## config.mk

```make
export PLATFORM = sky130hd
export DESIGN_NAME = sum_change_sampler
export DESIGN_NICKNAME = d
export VERILOG_FILES = /design/src/rtl/sum_sampler_pkg.sv /design/src/rtl/sync_fifo.sv /design/src/rtl/sum_change_sampler.sv
export SDC_FILE = /design/constraint.sdc
export NUM_CORES = 1
export LEC_CHECK = 0
export BUFFER_PORTS_ARGS = -buffer_cell sky130_fd_sc_hd__buf_2
export CAP_MARGIN = 20
export CORE_MARGIN = 3
export CORE_UTILIZATION = 50
export DETAILED_ROUTE_END_ITERATION = 10
export HOLD_SLACK_MARGIN = 0.1
export MAX_ROUTING_LAYER = met4
export PLACE_DENSITY = 0.71
export SETUP_SLACK_MARGIN = 0.2
export SLEW_MARGIN = 20
export SYNTH_ARGS = -nofsm -noshare
export SYNTH_HDL_FRONTEND = slang
export SYNTH_SLANG_ARGS = --single-unit
```

## constraint.sdc

```tcl
create_clock -name clk -period 6.3 [get_ports clk]
set_input_delay 0.63 -clock clk [delete_from_list [all_inputs] [get_ports clk]]
set_output_delay 0.63 -clock clk [all_outputs]
set_load 0.03 [all_outputs]
```

## src/rtl/sum_sampler_pkg.sv

```systemverilog
// Shared defaults and types for the sum change sampler.
package sum_sampler_pkg;

  localparam int unsigned DATA_W_DEF = 10;
  localparam int unsigned DEPTH_DEF  = 4;

  typedef logic [DATA_W_DEF-1:0] sum_t;

endpackage

```

## src/rtl/sync_fifo.sv

```systemverilog
// Synchronous FIFO with explicit occupancy counter; a push into a full FIFO is
// accepted only when a pop frees a slot in the same cycle.
module sync_fifo
  import sum_sampler_pkg::*;
#(
  parameter int unsigned DataW = DATA_W_DEF,
  parameter int unsigned Depth = DEPTH_DEF,
  localparam int unsigned PtrW = $clog2(Depth),
  localparam int unsigned CntW = PtrW + 1
) (
  input  logic             clk,
  input  logic             rst,
  input  logic             push_i,
  input  logic             pop_i,
  input  logic [DataW-1:0] wdata_i,
  output logic             push_ok_o,
  output logic [DataW-1:0] rdata_o,
  output logic [CntW-1:0]  count_o,
  output logic             full_o,
  output logic             empty_o
);

  logic [DataW-1:0] mem_q [Depth];
  logic [PtrW-1:0]  wr_ptr_q, wr_ptr_d;
  logic [PtrW-1:0]  rd_ptr_q, rd_ptr_d;
  logic [CntW-1:0]  count_q, count_d;
  logic             pop_ok;
  logic             push_ok;

  assign full_o    = (count_q == CntW'(Depth));
  assign empty_o   = (count_q == '0);
  assign pop_ok    = pop_i && !empty_o;
  assign push_ok   = push_i && (!full_o || pop_ok);
  assign push_ok_o = push_ok;
  assign rdata_o   = mem_q[rd_ptr_q];
  assign count_o   = count_q;

  always_comb begin
    wr_ptr_d = wr_ptr_q;
    rd_ptr_d = rd_ptr_q;
    count_d  = count_q;
    if (push_ok) wr_ptr_d = wr_ptr_q + PtrW'(1);
    if (pop_ok)  rd_ptr_d = rd_ptr_q + PtrW'(1);
    unique case ({push_ok, pop_ok})
      2'b10:   count_d = count_q + CntW'(1);
      2'b01:   count_d = count_q - CntW'(1);
      default: count_d = count_q;
    endcase
  end

  always_ff @(posedge clk) begin
    if (rst) begin
      wr_ptr_q <= '0;
      rd_ptr_q <= '0;
      count_q  <= '0;
    end else begin
      wr_ptr_q <= wr_ptr_d;
      rd_ptr_q <= rd_ptr_d;
      count_q  <= count_d;
    end
  end

  // Storage needs no reset; occupancy alone decides what is valid.
  always_ff @(posedge clk) begin
    if (push_ok) mem_q[wr_ptr_q] <= wdata_i;
  end

endmodule

```

## src/rtl/sum_change_sampler.sv

```systemverilog
// Pushes the adder sum into a FIFO only when it changes; tracks dropped pushes
// with a sticky overflow flag and a saturating drop counter.
module sum_change_sampler
  import sum_sampler_pkg::*;
#(
  parameter int unsigned DATA_W = DATA_W_DEF,
  parameter int unsigned DEPTH  = DEPTH_DEF,
  parameter int unsigned DROP_W = 8,
  localparam int unsigned CntW  = $clog2(DEPTH) + 1
) (
  input  logic              clk,
  input  logic              rst,
  input  logic              sample_en,
  input  logic [DATA_W-1:0] c_in,
  input  logic              clear_ovf,
  output logic              out_valid,
  input  logic              out_ready,
  output logic [DATA_W-1:0] out_data,
  output logic [CntW-1:0]   count,
  output logic              full,
  output logic              empty,
  output logic              overflow,
  output logic [DROP_W-1:0] drop_cnt
);

  logic [DATA_W-1:0] last_val_q, last_val_d;
  logic              last_vld_q, last_vld_d;
  logic              overflow_q, overflow_d;
  logic [DROP_W-1:0] drop_cnt_q, drop_cnt_d;
  logic              push_req;
  logic              push_ok;
  logic              pop;
  logic              drop;

  assign push_req  = sample_en && (!last_vld_q || (c_in != last_val_q));
  assign out_valid = !empty;
  assign pop       = out_valid && out_ready;
  assign drop      = push_req && !push_ok;

  sync_fifo #(
    .DataW (DATA_W),
    .Depth (DEPTH)
  ) u_fifo (
    .clk       (clk),
    .rst       (rst),
    .push_i    (push_req),
    .pop_i     (pop),
    .wdata_i   (c_in),
    .push_ok_o (push_ok),
    .rdata_o   (out_data),
    .count_o   (count),
    .full_o    (full),
    .empty_o   (empty)
  );

  always_comb begin
    last_val_d = last_val_q;
    last_vld_d = last_vld_q;
    overflow_d = overflow_q;
    drop_cnt_d = drop_cnt_q;
    // A requested value becomes the new reference even if it was dropped.
    if (push_req) begin
      last_val_d = c_in;
      last_vld_d = 1'b1;
    end
    if (clear_ovf) begin
      overflow_d = 1'b0;
      drop_cnt_d = '0;
    end
    // Drop takes priority over a simultaneous clear.
    if (drop) begin
      overflow_d = 1'b1;
      if (clear_ovf) begin
        drop_cnt_d = DROP_W'(1);
      end else if (drop_cnt_q != {DROP_W{1'b1}}) begin
        drop_cnt_d = drop_cnt_q + DROP_W'(1);
      end
    end
  end

  always_ff @(posedge clk) begin
    if (rst) begin
      last_val_q <= '0;
      last_vld_q <= 1'b0;
      overflow_q <= 1'b0;
      drop_cnt_q <= '0;
    end else begin
      last_val_q <= last_val_d;
      last_vld_q <= last_vld_d;
      overflow_q <= overflow_d;
      drop_cnt_q <= drop_cnt_d;
    end
  end

  assign overflow = overflow_q;
  assign drop_cnt = drop_cnt_q;

endmodule
```

==> impl_metrics.toml, run 1 <==
[status]
outcome = "complete, no violations"

[floorplan]
die_area_sq_um = 6740
num_rows = 27
ios = 40
fp.dieH_um = 82.1
die_w_um = 82.1
initial_core_util_pct = 52.3
core_area_sq_um = 5540

[yosys]
syn_area_per_cell_sq_um = 13.7
ys_ff_latch = 69
synth_flop_cell = "edfxtp_1"
yosysMostFrequentCell = "edfxtp_1"
synth_top_area_cell = "edfxtp_1"
syn_nets = 233
syn-cell-area_sq_um = 2900
synth_edf_count = 40
synthTopCellsByCount = "40 x edfxtp_1, 29 x dfxtp_1, 25 x nor2_1, 11 x mux2i_1, 11 x xnor2_1"
ys_warn_count = 0
synthArstFlopShare_pct = 0
yosysSeqAreaShare_pct = 61.5
synthTopCellsByArea = "edfxtp_1 41%, dfxtp_1 20%, mux4_2 7.8%"
ys_types = 41
synth_top_cell_area_share_pct = 41.5
synth_cells = 211

[timing]
hold_viol = 0
tns_ps = 0
period_needed_ps = 3070
timing.hold.ws_ps = 477
setup_viol = 0
rsz0062_at_grt = "false"
skew_ps = 4.62
clock.fmax_ghz = 0.326
slew_headroom_pct = 45.4
worst_pin_slew_ps = 818
period_share_pct = 48.7
slew_violations = 0

[worst_setup_path]
reg2reg_to = "u_fifo.count_o[2]"
critPathArrivalTime_ps = 3320
crit_type = "input pin to flop"
worstPathMaxFanout = 7
cp.depth = 12
cpPeakStageDelay_ps = 570
critical_path_buf_inv_count = 3
slowest_stage = "o31ai_2"
start_kind = "input pin"
worstPathCellList = "buf_2 -> xnor2_1 -> nand4_1 -> o31ai_2 -> nor2_1 -> inv_1 -> ha_1 -> inv_1 -> fa_1 -> xor2_1 -> or3_1 -> a21oi_1"
reg2reg_from = "last_val_q[0]"
cp_common_cell = "inv_1"
crit_family = "simple AND/OR/NAND/NOR gates"
required_ps = 6560
reg2regPathDepth = 11
r2r_setup_slack_ps = 3340
worst_setup_path_end_kind = "flop"

[grt]
grt_pass1_wl_mm = 8.40
grt_max_degree = 26
grt_antenna_before_repair = 0
grt_pass1_vias = 1706
grt_overflow_total = 0
groute.usage.overall_pct = 17.8

[clock_tree]
clock_path_buffers = 2
cts-root-buf = "clkbuf_8"
clk_pin_slew_ps = 70
clk-insertion-delay-late_ps = 330
cts_resized = 0
cts_setup_buffers = 0
cts_tree = "built"
htree_levels = 3
clock-sinks = 69
cts-buffers-inserted = 9
cts_hold_buf = 0

[place]
place.gp.congestion = 0.788
place_area_sq_um = 3140
hpwl_mm = 3.52
placed_cells_incl_taps = 315
io_buffers = 39

[drt]
ant_nets = 0
drc = 0
num_vias = 1803
first_iter_violations = 81
routedWlPerCell_um = 15.5
drt-vias-per-instance = 5.45
wl_mm = 5.14
drt-pass1-iter-count = 4

[finish]
final_nets = 276
final_core_util_pct = 60.3
num_antenna_cells = 0
drive_gt1_share_pct = 28.6
area_delta_synth_final_pct = 15.5
fin_area_sq_um = 3340
instances_no_fill = 331
fillCellCount = 448

[hold_path]
holdPathStages = 2
hold_start = "overflow"
whs_endpoint = "overflow"
hold_class = "flop to flop"

[power]
p_leak_nw = 1.27
power_density_nw_per_um2 = 359
ir_drop_v = 0.000276

[run]
max_cap_viol_count = 0
==> flip-flops by register name, summed over array words and instances, names as in the netlist, named ones only <==
register and count:
overflow 1, u_fifo.mem_q 40, u_fifo.count_o 3, last_vld_q 1
last_val_q 10, u_fifo.wr_ptr_q 2, u_fifo.rd_ptr_q 2, drop_cnt 8
==> worst max path at each step <==
stage / start / end / slack (ps)
final: c_in[0] / u_fifo.count_o[2] / 3230
after global routing: c_in[0] / u_fifo.count_o[2] / 2960
after CTS: c_in[0] / u_fifo.count_o[2] / 3220
after detailed placement: c_in[0] / u_fifo.count_o[2] / 2880
after global placement: c_in[2] / u_fifo.count_o[2] / 3030
after floorplan: c_in[2] / u_fifo.count_o[2] / 3420
==> final cells by class <==
cell class / count / area [sq um] / share of cell area [%]
Inverter: 7 / 26.3 / 0.786
Sequential cell: 69 / 1780 / 53.3
Clock buffer: 12 / 155 / 4.64
Tap cell: 72 / 90.1 / 2.69
Multi-Input combinational cell: 128 / 1050 / 31.4
Clock inverter: 4 / 46.3 / 1.38
Timing Repair Buffer: 39 / 195 / 5.84
==> per-stage QoR <==
| step | total power [mW] | setup WS (ps) |
|---|---|---|
| floorplan | 0.781 | 3420 |
| global placement | 0.852 | 3030 |
| detailed placement | 0.861 | 2880 |
| CTS | 1.22 | 3220 |
| global route | 1.26 | 2960 |
| finish | 1.20 | 3230 |
==> logic make-up (layout without fill, tap and decap cells) <==
group / count (synthesis) / count (layout) / share of synthesized area (%)
adder cells (fa/ha/maj): 7 / 7 / 3.28
AO/OA/AOI/OAI: 21 / 21 / 5.23
buffers and inverters: 14 / 62 / 2.25
XOR/XNOR: 14 / 14 / 4.24
multiplexers: 22 / 22 / 12.0
flip-flops: 69 / 69 / 61.5
AND/OR/NAND/NOR: 64 / 64 / 11.5
==> cells in the final DEF (no fill, tap or decap), types with 5 or more instances in the layout <==
cell type / n
a21oi_1: 8
and2_1: 5
buf_2: 39
clkbuf_8: 11
dfxtp_1: 29
edfxtp_1: 40
ha_1: 6
inv_1: 7
mux2i_1: 11
mux4_2: 10
nand2_1: 5
nand3_1: 7
nor2_1: 25
xnor2_1: 11
==> worst reg2reg max path, delay by kind of cell (launching register included) <==
family                     cells  cell delay [ps]
adders and majority gates      2              570
buffers and inverters          2              170
xor gates and xnor gates       2              340
AOI/OAI and AO/OA              2              720
and+or+nand+nor                3              760
DFF                            1              320
==> power by group <==
group          internal (mW)  switching (mW)  leakage, nW
Sequential             0.517          0.0390        0.604
Combinational          0.113           0.177        0.570
Clock                  0.203           0.150        0.100
==> per-layer routing <==
metal  up-vias  track usage, %  share of wire [%]
met4         0            6.64               0.66
met5         -               -                  0
met2        51            27.9                 50
met3         5            4.99                5.2
met1       885            22.2                 44
li1        862               -                  -
Power figures use the tool's default switching activity.
==> run 2, diff against run 1 <==
--- a/config.mk
+++ b/config.mk
@@ -5,6 +5,7 @@
 export SDC_FILE = /design/constraint.sdc
 export NUM_CORES = 1
 export LEC_CHECK = 0
+export ABC_AREA = 1
 export BUFFER_PORTS_ARGS = -buffer_cell sky130_fd_sc_hd__buf_2
 export CAP_MARGIN = 20
 export CORE_MARGIN = 3
@@ -12,7 +13,7 @@
 export DETAILED_ROUTE_END_ITERATION = 10
 export HOLD_SLACK_MARGIN = 0.1
 export MAX_ROUTING_LAYER = met4
-export PLACE_DENSITY = 0.71
+export PLACE_DENSITY = 0.7
 export SETUP_SLACK_MARGIN = 0.2
 export SLEW_MARGIN = 20
 export SYNTH_ARGS = -nofsm -noshare
==> constraint.sdc (replaced) <==
create_clock -name clk -period 3.1 [get_ports clk]
set_input_delay 0.31 -clock clk [delete_from_list [all_inputs] [get_ports clk]]
set_output_delay 0.31 -clock clk [all_outputs]
set_load 0.03 [all_outputs]
==> impl_metrics.toml, run 2 <==
[clock_tree]
clk_pin_slew_ps = 70
cts_hold_buf = 0
cts_resized = 0
htree_levels = 3
cts-buffers-inserted = 9
clock-sinks = 69
cts-root-buf = "clkbuf_8"
clock_path_buffers = 2
cts_setup_buffers = 0
clk-insertion-delay-late_ps = 340
cts_tree = "built"

[yosys]
yosysMostFrequentCell = "nor2_1"
synthTopCellsByArea = "edfxtp_1 38%, dfxtp_1 19%, nor2_1 8.0%"
synth_top_cell_area_share_pct = 38.4
synth_cells = 351
yosysSeqAreaShare_pct = 56.9
ys_ff_latch = 69
ys_types = 26
synth_flop_cell = "edfxtp_1"
synth_top_area_cell = "edfxtp_1"
synth_edf_count = 40
syn_area_per_cell_sq_um = 8.92
syn-cell-area_sq_um = 3130
ys_warn_count = 0
synthTopCellsByCount = "67 x nor2_1, 52 x nand2_1, 44 x inv_1, 40 x edfxtp_1, 29 x dfxtp_1"
synthArstFlopShare_pct = 0
syn_nets = 373

[place]
io_buffers = 39
place.gp.congestion = 0.917
hpwl_mm = 4.31

[worst_setup_path]
start_kind = "flop"
required_ps = 3320
reg2regPathDepth = 15
worst_setup_path_end_kind = "flop"
crit_type = "flop to flop"
reg2reg_from = "last_val_q[7]"
r2r_setup_slack_ps = 800
critPathArrivalTime_ps = 2520
reg2reg_to = "u_fifo.count_o[2]"
worstPathMaxFanout = 10

[floorplan]
num_rows = 28
core_area_sq_um = 5990
ios = 40
die_area_sq_um = 7250
fp.dieH_um = 85.1
initial_core_util_pct = 52.3
die_w_um = 85.1

[timing]
period_share_pct = 74.1
hold_viol = 0
tns_ps = 0
worst_pin_slew_ps = 621
setup_viol = 0
slew_violations = 0
clock.fmax_ghz = 0.436
skew_ps = 12.5
period_needed_ps = 2300
rsz0062_at_grt = "false"
slew_headroom_pct = 58.5

[grt]
groute.usage.overall_pct = 19.1
grt_antenna_before_repair = 0
grt_overflow_total = 0
grt_max_degree = 22
grt_pass1_wl_mm = 10.5
grt_pass1_vias = 2300

[power]
power_mw = 2.68
ir_drop_v = 0.000472
power_density_nw_per_um2 = 734
p_leak_nw = 1.52

[hold_path]
hold_start = "c_in[9]"
holdPathStages = 1
whs_endpoint = "u_fifo.mem_q[2][9]"
hold_class = "input pin to flop"

[finish]
final_common_cell = "nor2_1"
most-common-layout-cells = "67 x nor2_1, 52 x nand2_1, 44 x inv_1"
largest_reg_flops = 40
final_nets = 419
top_register = "u_fifo.mem_q"
num_antenna_cells = 0
drive_gt1_share_pct = 16.9
area_delta_synth_final_pct = 16.3

[drt]
drt-pass1-iter-count = 4
ant_nets = 0
drc = 0
num_vias = 2435
wl_mm = 6.32
first_iter_violations = 161
drt-vias-per-instance = 5.10
routedWlPerCell_um = 13.3

[status]
outcome = "complete, no violations"

[run]
max_cap_viol_count = 0
-- run 2: cell count changes after synthesis, sizes merged, moves of 4 or more --
| cell | previous run | this run |
|---|---|---|
| nand4 | 3 | 9 |
| and3 | 4 | 0 |
| and2 | 5 | 0 |
| nand2 | 5 | 54 |
| nand3 | 7 | 11 |
| o22ai | 0 | 10 |
| xnor2 | 11 | 3 |
| inv | 7 | 46 |
| o21ai | 4 | 36 |
| nor2 | 25 | 70 |
| mux4 | 10 | 0 |
| a21oi | 8 | 23 |
| mux2i | 11 | 0 |
-- run 2: worst max-delay path: stages (launching register included) --
cell     delay (ps)
dfxtp_1         370
inv_1            60
nand2_1          50
nand2_1          50
nor2_1           90
nand2_1          80
nor2_2          120
nand2_4         120
nand3_2         170
ha_1            170
inv_1            60
fa_1            380
a21oi_1         140
o21ai_0         110
o21ai_0         160
a21oi_1          50
-- run 2: cell families after synthesis --
kind of cell | Yosys count | share of synthesized area [%]
AO/OA/AOI/OAI | 70 | 11.7
adder cells (fa/ha/maj) | 7 | 3.04
XOR/XNOR | 3 | 0.839
AND/OR/NAND/NOR | 147 | 20.3
buffers and inverters | 55 | 7.23
flip-flops | 69 | 56.9
-- run 2: cell type report --
type                    instances  area, sq um
fillers                       522         2350
flip-flops and latches         69         1780
multi-input cells             227         1120
repair buffers                 44          233
inverters                      46          173
clock buffers                  10          128
clock inverters                 6          111
well taps                      75         93.8
-- run 2: power breakdown --
part	leakage [nW]	internal, mW	switching (mW)
Clock	0.118	0.535	0.333
Combinational	0.792	0.202	0.510
Sequential	0.605	1.05	0.0459
Total	1.52	1.79	0.889
-- run 2: metrics by stage --
step           hold WS (ps)  std cells  util [%]  instance area [sq um]  worst slack, ps
6_report                235        477      60.8                   3640              804
5_1_grt                 233        477      60.8                   3640              512
4_1_cts                 227        477      60.8                   3640              776
3_5_place_dp            460        461      56.8                   3400              683
3_3_place_gp            449        461      56.8                   3400              776
2_1_floorplan           379        351         -                   3130              574
-- run 2: routing by layer --
layer  vias to the layer above  part of all wire (%)  track usage [%]
met3                         5                   5.3             3.69
met1                      1123                    44             22.7
met4                         0                   1.0             10.1
li1                       1254                     -                -
met2                        53                    50             30.8
met5                         -                     0                -
-- run 2: how the worst max path moves through the flow --
stage / from / end / slack, ps / cells past startpoint
4_1_cts: last_val_q[7] / u_fifo.count_o[2] / 780 / 15
5_1_grt: last_val_q[7] / u_fifo.count_o[2] / 510 / 15
2_1_floorplan: u_fifo.count_o[2] / u_fifo.count_o[2] / 570 / 11
3_5_place_dp: c_in[3] / u_fifo.count_o[2] / 680 / 16
6_report: last_val_q[7] / u_fifo.count_o[2] / 800 / 15
3_3_place_gp: c_in[3] / u_fifo.count_o[2] / 780 / 16
